==> src/rtl/rate_pkg.sv <==
// Shared rate-select encodings and period helper for the digit counter.
// Used by rate_digit_counter and rate_divider.
package rate_pkg;

  localparam logic [1:0] SPD_FAST    = 2'b00;
  localparam logic [1:0] SPD_1HZ     = 2'b01;
  localparam logic [1:0] SPD_HALF    = 2'b10;
  localparam logic [1:0] SPD_QUARTER = 2'b11;

  function automatic int unsigned period_cycles(
    input logic [1:0]  spd,
    input int unsigned hz
  );
    int unsigned p;
    p = 1;
    unique case (spd)
      SPD_FAST:    p = 1;
      SPD_1HZ:     p = hz;
      SPD_HALF:    p = 2 * hz;
      SPD_QUARTER: p = 4 * hz;
      default:     p = 1;
    endcase
    return p;
  endfunction

endpackage

==> src/rtl/rate_divider.sv <==
// Down-counting period divider; zero flags that a digit advance is due.
// period carries the reload value, i.e. PERIOD-1.
module rate_divider
  import rate_pkg::*;
#(
  parameter int W = 1
) (
  input  logic         clock,
  input  logic         resetn,
  input  logic         enable,
  input  logic         reload,
  input  logic [W-1:0] period,
  output logic         zero
);

  logic [W-1:0] cnt;

  always_ff @(posedge clock) begin
    if (!resetn) begin
      cnt <= '0;
    end else if (reload) begin
      cnt <= period;
    end else if (enable && cnt != '0) begin
      cnt <= cnt - W'(1);
    end
  end

  assign zero = (cnt == '0);

endmodule

==> src/rtl/rate_digit_counter.sv <==
// Hex digit counter advancing at a selectable rate, with tick/wrap pulses.
// Optional parallel load when DIGIT_LOAD_EN is defined.
module rate_digit_counter
  import rate_pkg::*;
#(
  parameter int CLK_HZ = 50000000
) (
  input  logic       clock,
  input  logic       resetn,
  input  logic       enable,
  input  logic [1:0] speed,
  input  logic       load,
  input  logic [3:0] load_val,
  output logic [3:0] digit,
  output logic       tick,
  output logic       wrap
);

  localparam int W =
    ($clog2(4 * CLK_HZ) < 1) ? 1 : $clog2(4 * CLK_HZ);

  logic [1:0]   spd_q;
  logic [W-1:0] per_m1;
  logic         zero;
  logic         ld;
  logic [3:0]   ld_val;
  logic         chg;
  logic         adv;
  logic         reload;

`ifdef DIGIT_LOAD_EN
  assign ld     = load;
  assign ld_val = load_val;
`else
  logic unused_load;
  assign unused_load = ^{load, load_val};
  assign ld     = 1'b0;
  assign ld_val = 4'h0;
`endif

  assign per_m1 = W'(period_cycles(speed, CLK_HZ) - 1);

  // Load outranks a speed change, which outranks counting.
  assign chg    = (speed != spd_q) && !ld;
  assign adv    = enable && zero && !chg && !ld;
  assign reload = ld || chg || adv;

  rate_divider #(
    .W(W)
  ) u_div (
    .clock  (clock),
    .resetn (resetn),
    .enable (enable),
    .reload (reload),
    .period (per_m1),
    .zero   (zero)
  );

  always_ff @(posedge clock) begin
    if (!resetn) begin
      digit <= 4'h0;
      tick  <= 1'b0;
      wrap  <= 1'b0;
      spd_q <= speed;
    end else begin
      spd_q <= speed;
      unique case (1'b1)
        ld: begin
          digit <= ld_val;
          tick  <= 1'b0;
          wrap  <= 1'b0;
        end
        adv: begin
          digit <= digit + 4'd1;
          tick  <= 1'b1;
          wrap  <= (digit == 4'hF);
        end
        default: begin
          tick  <= 1'b0;
          wrap  <= 1'b0;
        end
      endcase
    end
  end

endmodule

==> config.mk <==
export PLATFORM = sky130hd
export DESIGN_NAME = rate_digit_counter
export DESIGN_NICKNAME = d
export VERILOG_FILES = /design/src/rtl/rate_pkg.sv /design/src/rtl/rate_divider.sv /design/src/rtl/rate_digit_counter.sv
export SDC_FILE = /design/constraint.sdc
export NUM_CORES = 1
export LEC_CHECK = 0
export BUFFER_PORTS_ARGS = -buffer_cell sky130_fd_sc_hd__buf_4
export CAP_MARGIN = 20
export CORE_ASPECT_RATIO = 0.5
export CORE_UTILIZATION = 25
export DETAILED_ROUTE_END_ITERATION = 8
export GPL_TIMING_DRIVEN = 0
export PLACE_DENSITY = 0.4
export SLEW_MARGIN = 0
export SYNTH_ARGS = -nofsm -noshare
export SYNTH_HDL_FRONTEND = slang
export SYNTH_HIERARCHICAL = 1
export SYNTH_SLANG_ARGS = --single-unit
export TNS_END_PERCENT = 100
==> constraint.sdc <==
create_clock -name clock -period 5.3 [get_ports clock]
set_input_delay 1.06 -clock clock [delete_from_list [all_inputs] [get_ports clock]]
set_output_delay 1.06 -clock clock [all_outputs]
set_load 0.02 [all_outputs]
# Yosys cells after proc, flatten, opt, wreduce, memory -nomap -nowiden

Index checks and enable logic that the tools add are counted.

Add/subtract/negate cells: 3
Equal/unequal tests: 5
Multiplexer cells: 4
Reduce and logical (&&, ||, !) cells: 10

Operator list:

| cell                                                                  | count |
|---|---|
| 28-bit case mux with 4 select lines                                   | 1 |
| 28-bit 2-to-1 mux                                                     | 2 |
| 28-bit by 1-bit subtractor with 28-bit output, second input constant  | 2 |
| 28-bit logical NOT                                                    | 1 |
| 28-bit nonzero test                                                   | 1 |
| 4-bit by 1-bit adder with 4-bit output, second input constant         | 1 |
| 2-bit equality test, second input constant                            | 2 |
| 4-bit equality test, second input constant                            | 1 |
| 1-bit logical AND                                                     | 3 |
| 2-bit by 1-bit equality test with 1-bit output, second input constant | 1 |
| 2-bit logical NOT                                                     | 1 |
| 2-bit != test                                                         | 1 |
| 2-bit AND reduction                                                   | 1 |
| 2-bit nonzero test                                                    | 1 |
| 1-bit logical NOT                                                     | 1 |
| 1-bit logical OR                                                      | 1 |
| 1-bit 2-to-1 mux                                                      | 1 |

Bits in registers: 36
Bits of input ports: 10

# Depth between registers and ports, before layout

Depth in word-level cells: 5
Depth in mapped cells: 12
Depth with buffers taken out: 11

# Modules after synthesis

The synthesis kept the hierarchy.

Modules (own cells, without submodules):

| module             | times used | cells an instance | area each (um^2) |
|---|---|---|---|
| rate_divider       | 1          | 210               | 1682.9 |
| rate_digit_counter | 1          | 46                | 416.6 |

# Least setup slack after synthesis

Ideal clock, no wire load.

Path kind: register to register
Start point: register u_div.cnt[8]
End point: register u_div.cnt[24]
Setup time: 0.122 ns
Data arrival time: 2.299 ns
Slack: 2.878 ns
Cell stages (with the launch flop): 11
Buffers on the path: 2
Cells stage by stage: dfxtp_1 -> nor4_1 -> and4_1 -> clkbuf_1 -> and3_1 -> nand2_1 -> nand2_1 -> clkbuf_1 -> mux2_2 -> o21ai_0 -> a21oi_1

Longest elaborated chain between the ends: 5
Elaborated cells on any way between the ends: 10

Ends and longest elaborated chain:

| element                                                        | line                     | RTL |
|---|---|---|
| start, declared                                                | rate_divider.sv:16       | `logic [W-1:0] cnt;` |
| start signal, assigned                                         | rate_divider.sv:22       | `cnt <= period;` |
| start signal, assigned                                         | rate_divider.sv:24       | `cnt <= cnt - W'(1);` |
| 28-bit logical NOT *                                           | rate_divider.sv:28       | `assign zero = (cnt == '0);` |
| net zero                                                       | rate_digit_counter.sv:24 | `logic zero;` |
| 1-bit logical AND * (2 in a row)                               | rate_digit_counter.sv:45 | `assign adv = enable && zero && !chg && !ld;` |
| 1-bit logical OR *                                             | rate_digit_counter.sv:46 | `assign reload = ld \|\| chg \|\| adv;` |
| net reload                                                     | rate_digit_counter.sv:29 | `logic reload;` |
| 28-bit 2-to-1 mux / 2-bit nonzero test (equally long branches) | -                        |  |

Mark *: on every way through the listed nets, which the timed path passes. The rest lies on a longest branch. The select of a mux whose other input is x is not followed.
A chain may end at the register's enable or synchronous reset.

# Worst setup path after layout

Ends and elaborated chain as after synthesis.

==> results.toml <==
[synth]
synth_edf_count = 0
syn-instance-count = 256
yosysTopAreaCell = "dfxtp_1"
ys_types = 46
synth-async-reset-ratio_pct = 0
avgSynthCellArea_um2 = 8.20
ys_seq_elements = 36
yosysMostFrequentCell = "dfxtp_1"
ys_warn_count = 6
ys_seq_area_share_pct = 34.3
synth_flop_cell = "dfxtp_1"
ys_top_cells_by_area = "dfxtp_1 34%, o21ai_0 7.2%, a31oi_1 6.0%, ha_1 4.8%, o31ai_1 3.6%"
synth_area_um2 = 2100
synthTopCellsByCount = "36 x dfxtp_1, 30 x o21ai_0, 20 x a31oi_1, 17 x nand2_1, 12 x clkbuf_1"
yosysTopAreaCellShare_pct = 34.3

[grt]
grt_pass1_wl_um = 11000
grt_pass1_vias = 2007
antenna_found_initial = 0
grt_use_total_pct = 16.9
grt_max_degree = 16
gr-total-overflow = 0

[floorplan]
die-area_um2 = 8790
start_util_pct = 26.1
die_h_um = 66.8
core_area_um2 = 8060
num_rows = 23
ios = 16
dieWidth_um = 132

[timing]
fin_crit_sh_pct = 61.1
max_freq_ghz = 0.309
fin_setup_tns_ps = 0
setup_ws_ps = 2060
max-slew-margin-rel_pct = 35.6
slew_violations = 0
tightest_slew_ps = 961
finalHoldViolCount = 0
setup_viol = 0
rsz0062_at_grt = "no"
fin_skew_ps = 3.94
holdWs_ps = 481
fin_crit_ps = 3240

[placed_design]
dpl_worst_slack_ps = 2110
dpl.hpwl_um = 4880
io_buffer_count = 10
gp_congestion = 0.757
place_inst = 381

[worst_hold_path]
whs_endpoint = "digit[3]$_SDFFE_PN0P_"
min-delay-start = "digit[3]$_SDFFE_PN0P_"
whs_path_depth = 2
hold_class = "reg2reg"

[setup_path]
crit_family = "simple AND/OR/NAND/NOR gates"
crit_path_end_kind = "flop"
slowest_stage = "nor4_1"
r2r_setup_slack_ps = 2060
crit_buf_inv = 2
crit_chain = "nor4_1 > and4_1 > clkbuf_1 > and3_1 > nand2_1 > nand2_1 > clkbuf_1 > mux2_2 > o21ai_0 > a21oi_1"
r2r_cells = 10
criticalPathCategory = "reg2reg"
start_kind = "flop"
r2r_end = "u_div/cnt[24]$_SDFFE_PN0P_"
rr_startpoint = "u_div/cnt[8]$_SDFFE_PN0P_"
worst_path_largest_cell_delay_ps = 600
crit_path_max_fanout = 10
crit_start = "u_div/cnt[8]$_SDFFE_PN0P_"
required_ps = 5460
arrival_ps = 3400

[clocking]
cts.htree.levels = 2
postCtsHoldBufs = 0
clkSlewWorstSetupHoldPaths_ps = 60
cts_max_path_buffers = 2
cts_setup_buffers = 0
cts_tree = "done"
cts_buffers = 5
root_buffer = "clkbuf_16"
numClockSinks = 36
cts_resized = 0
clock_latency_ps = 280

[outcome]
status = "finished clean"

[detailed_routing]
wirelength_um = 6880
wl_per_cell_um = 17.7
via_per_inst = 5.41
drtIter0Drc = 142
vias = 2101
postRouteAntennaNets = 0
drc_errors = 0
dr.pass1.iters = 4

[final_layout]
drive_above_1_share_pct = 12.0
register_area_um2 = 721
n_fill_cell = 863
multi_input_area_um2 = 1310
nNetsFinal = 294
n_antenna_cell = 0
fin_cells = 388
area_growth_syn_to_layout_pct = 18.1

[flow_run]
maxCapViolCount = 0

[power]
power_density_nw_per_um2 = 312
peakVddDrop_uv = 90.1
p_leak_nw = 0.866
## flip-flops by register name, summed over array words and instances, names as in the netlist
name / count
wrap: 1
digit: 4
u_div/cnt: 28
tick: 1
spd_q: 2
## metal layers
layer	track usage [%]	vias to the layer above	share of wire (%)
li1	-	1022	-
met4	6.54	0	2.3
met2	25.7	49	42
met5	0	-	0
met1	23.3	1017	52
met3	3.58	13	4.3
## power breakdown
group / total [W] / switching (W) / internal [W]
Sequential: 0.000320 / 0.0000261 / 0.000294
Combinational: 0.000142 / 0.0000921 / 0.0000499
Clock: 0.000312 / 0.000115 / 0.000197
## cell families after synthesis
family / share of synthesized area [%]
AND/OR/NAND/NOR: 28.3
multiplexers: 1.97
other: 0.179
AO/OA/AOI/OAI: 24.1
buffers and inverters: 3.81
flip-flops: 34.3
XOR/XNOR: 2.50
adder cells (fa/ha/maj): 4.77
## placed cells by master (no fill, tap or decap), types with 5 or more instances in the layout
master | netlist | final
dfxtp_1 | 36 | 36
o21ai_0 | 30 | 30
a31oi_1 | 20 | 20
nand2_1 | 17 | 17
clkbuf_1 | 12 | 12
nor2_1 | 11 | 11
o31ai_1 | 10 | 10
or4_1 | 10 | 10
buf_4 | 0 | 10
inv_1 | 8 | 8
ha_1 | 8 | 8
or3_1 | 8 | 8
nand3_1 | 7 | 7
nor4_1 | 7 | 7
a21oi_1 | 7 | 7
or2_2 | 5 | 5
nor3_1 | 5 | 5
and3_1 | 5 | 5
clkbuf_16 | 0 | 5
and4_1 | 5 | 5
## worst min-delay path, stage by stage, from the launching register on
cell	delay [ps]
dfxtp_1	320
nand2_1	60
mux2i_1	50
## metrics by stage
stage / util (%) / total power (W) / cell area [um2]
3_3_place_gp: 28.9 / 0.000463 / 2330
3_5_place_dp: 28.9 / 0.000465 / 2330
4_1_cts: 30.8 / 0.000781 / 2480
2_1_floorplan: - / 0.000414 / 2110
6_report: 30.8 / 0.000774 / 2480
5_1_grt: 30.8 / 0.000815 / 2480
## worst max-delay path by stage
stage / cells past startpoint / slack, ps / end
2_1_floorplan: 10 / 2880 / u_div/cnt[24]$_SDFFE_PN0P_
3_3_place_gp: 8 / 2060 / u_div/cnt[20]$_SDFFE_PN0P_
3_5_place_dp: 10 / 2110 / u_div/cnt[0]$_SDFFE_PN0P_
4_1_cts: 10 / 2080 / u_div/cnt[0]$_SDFFE_PN0P_
5_1_grt: 10 / 1800 / u_div/cnt[0]$_SDFFE_PN0P_
6_report: 10 / 2060 / u_div/cnt[24]$_SDFFE_PN0P_
## layout make-up
type	instances	area share, %
Buffer	13	2.02
Clock buffer	7	6.16
Inverter	8	1.21
Multi-Input combinational cell	202	52.9
Sequential cell	36	29.1
Tap cell	112	5.65
Timing Repair Buffer	10	3.03
(Power assumes the default switching activity.)
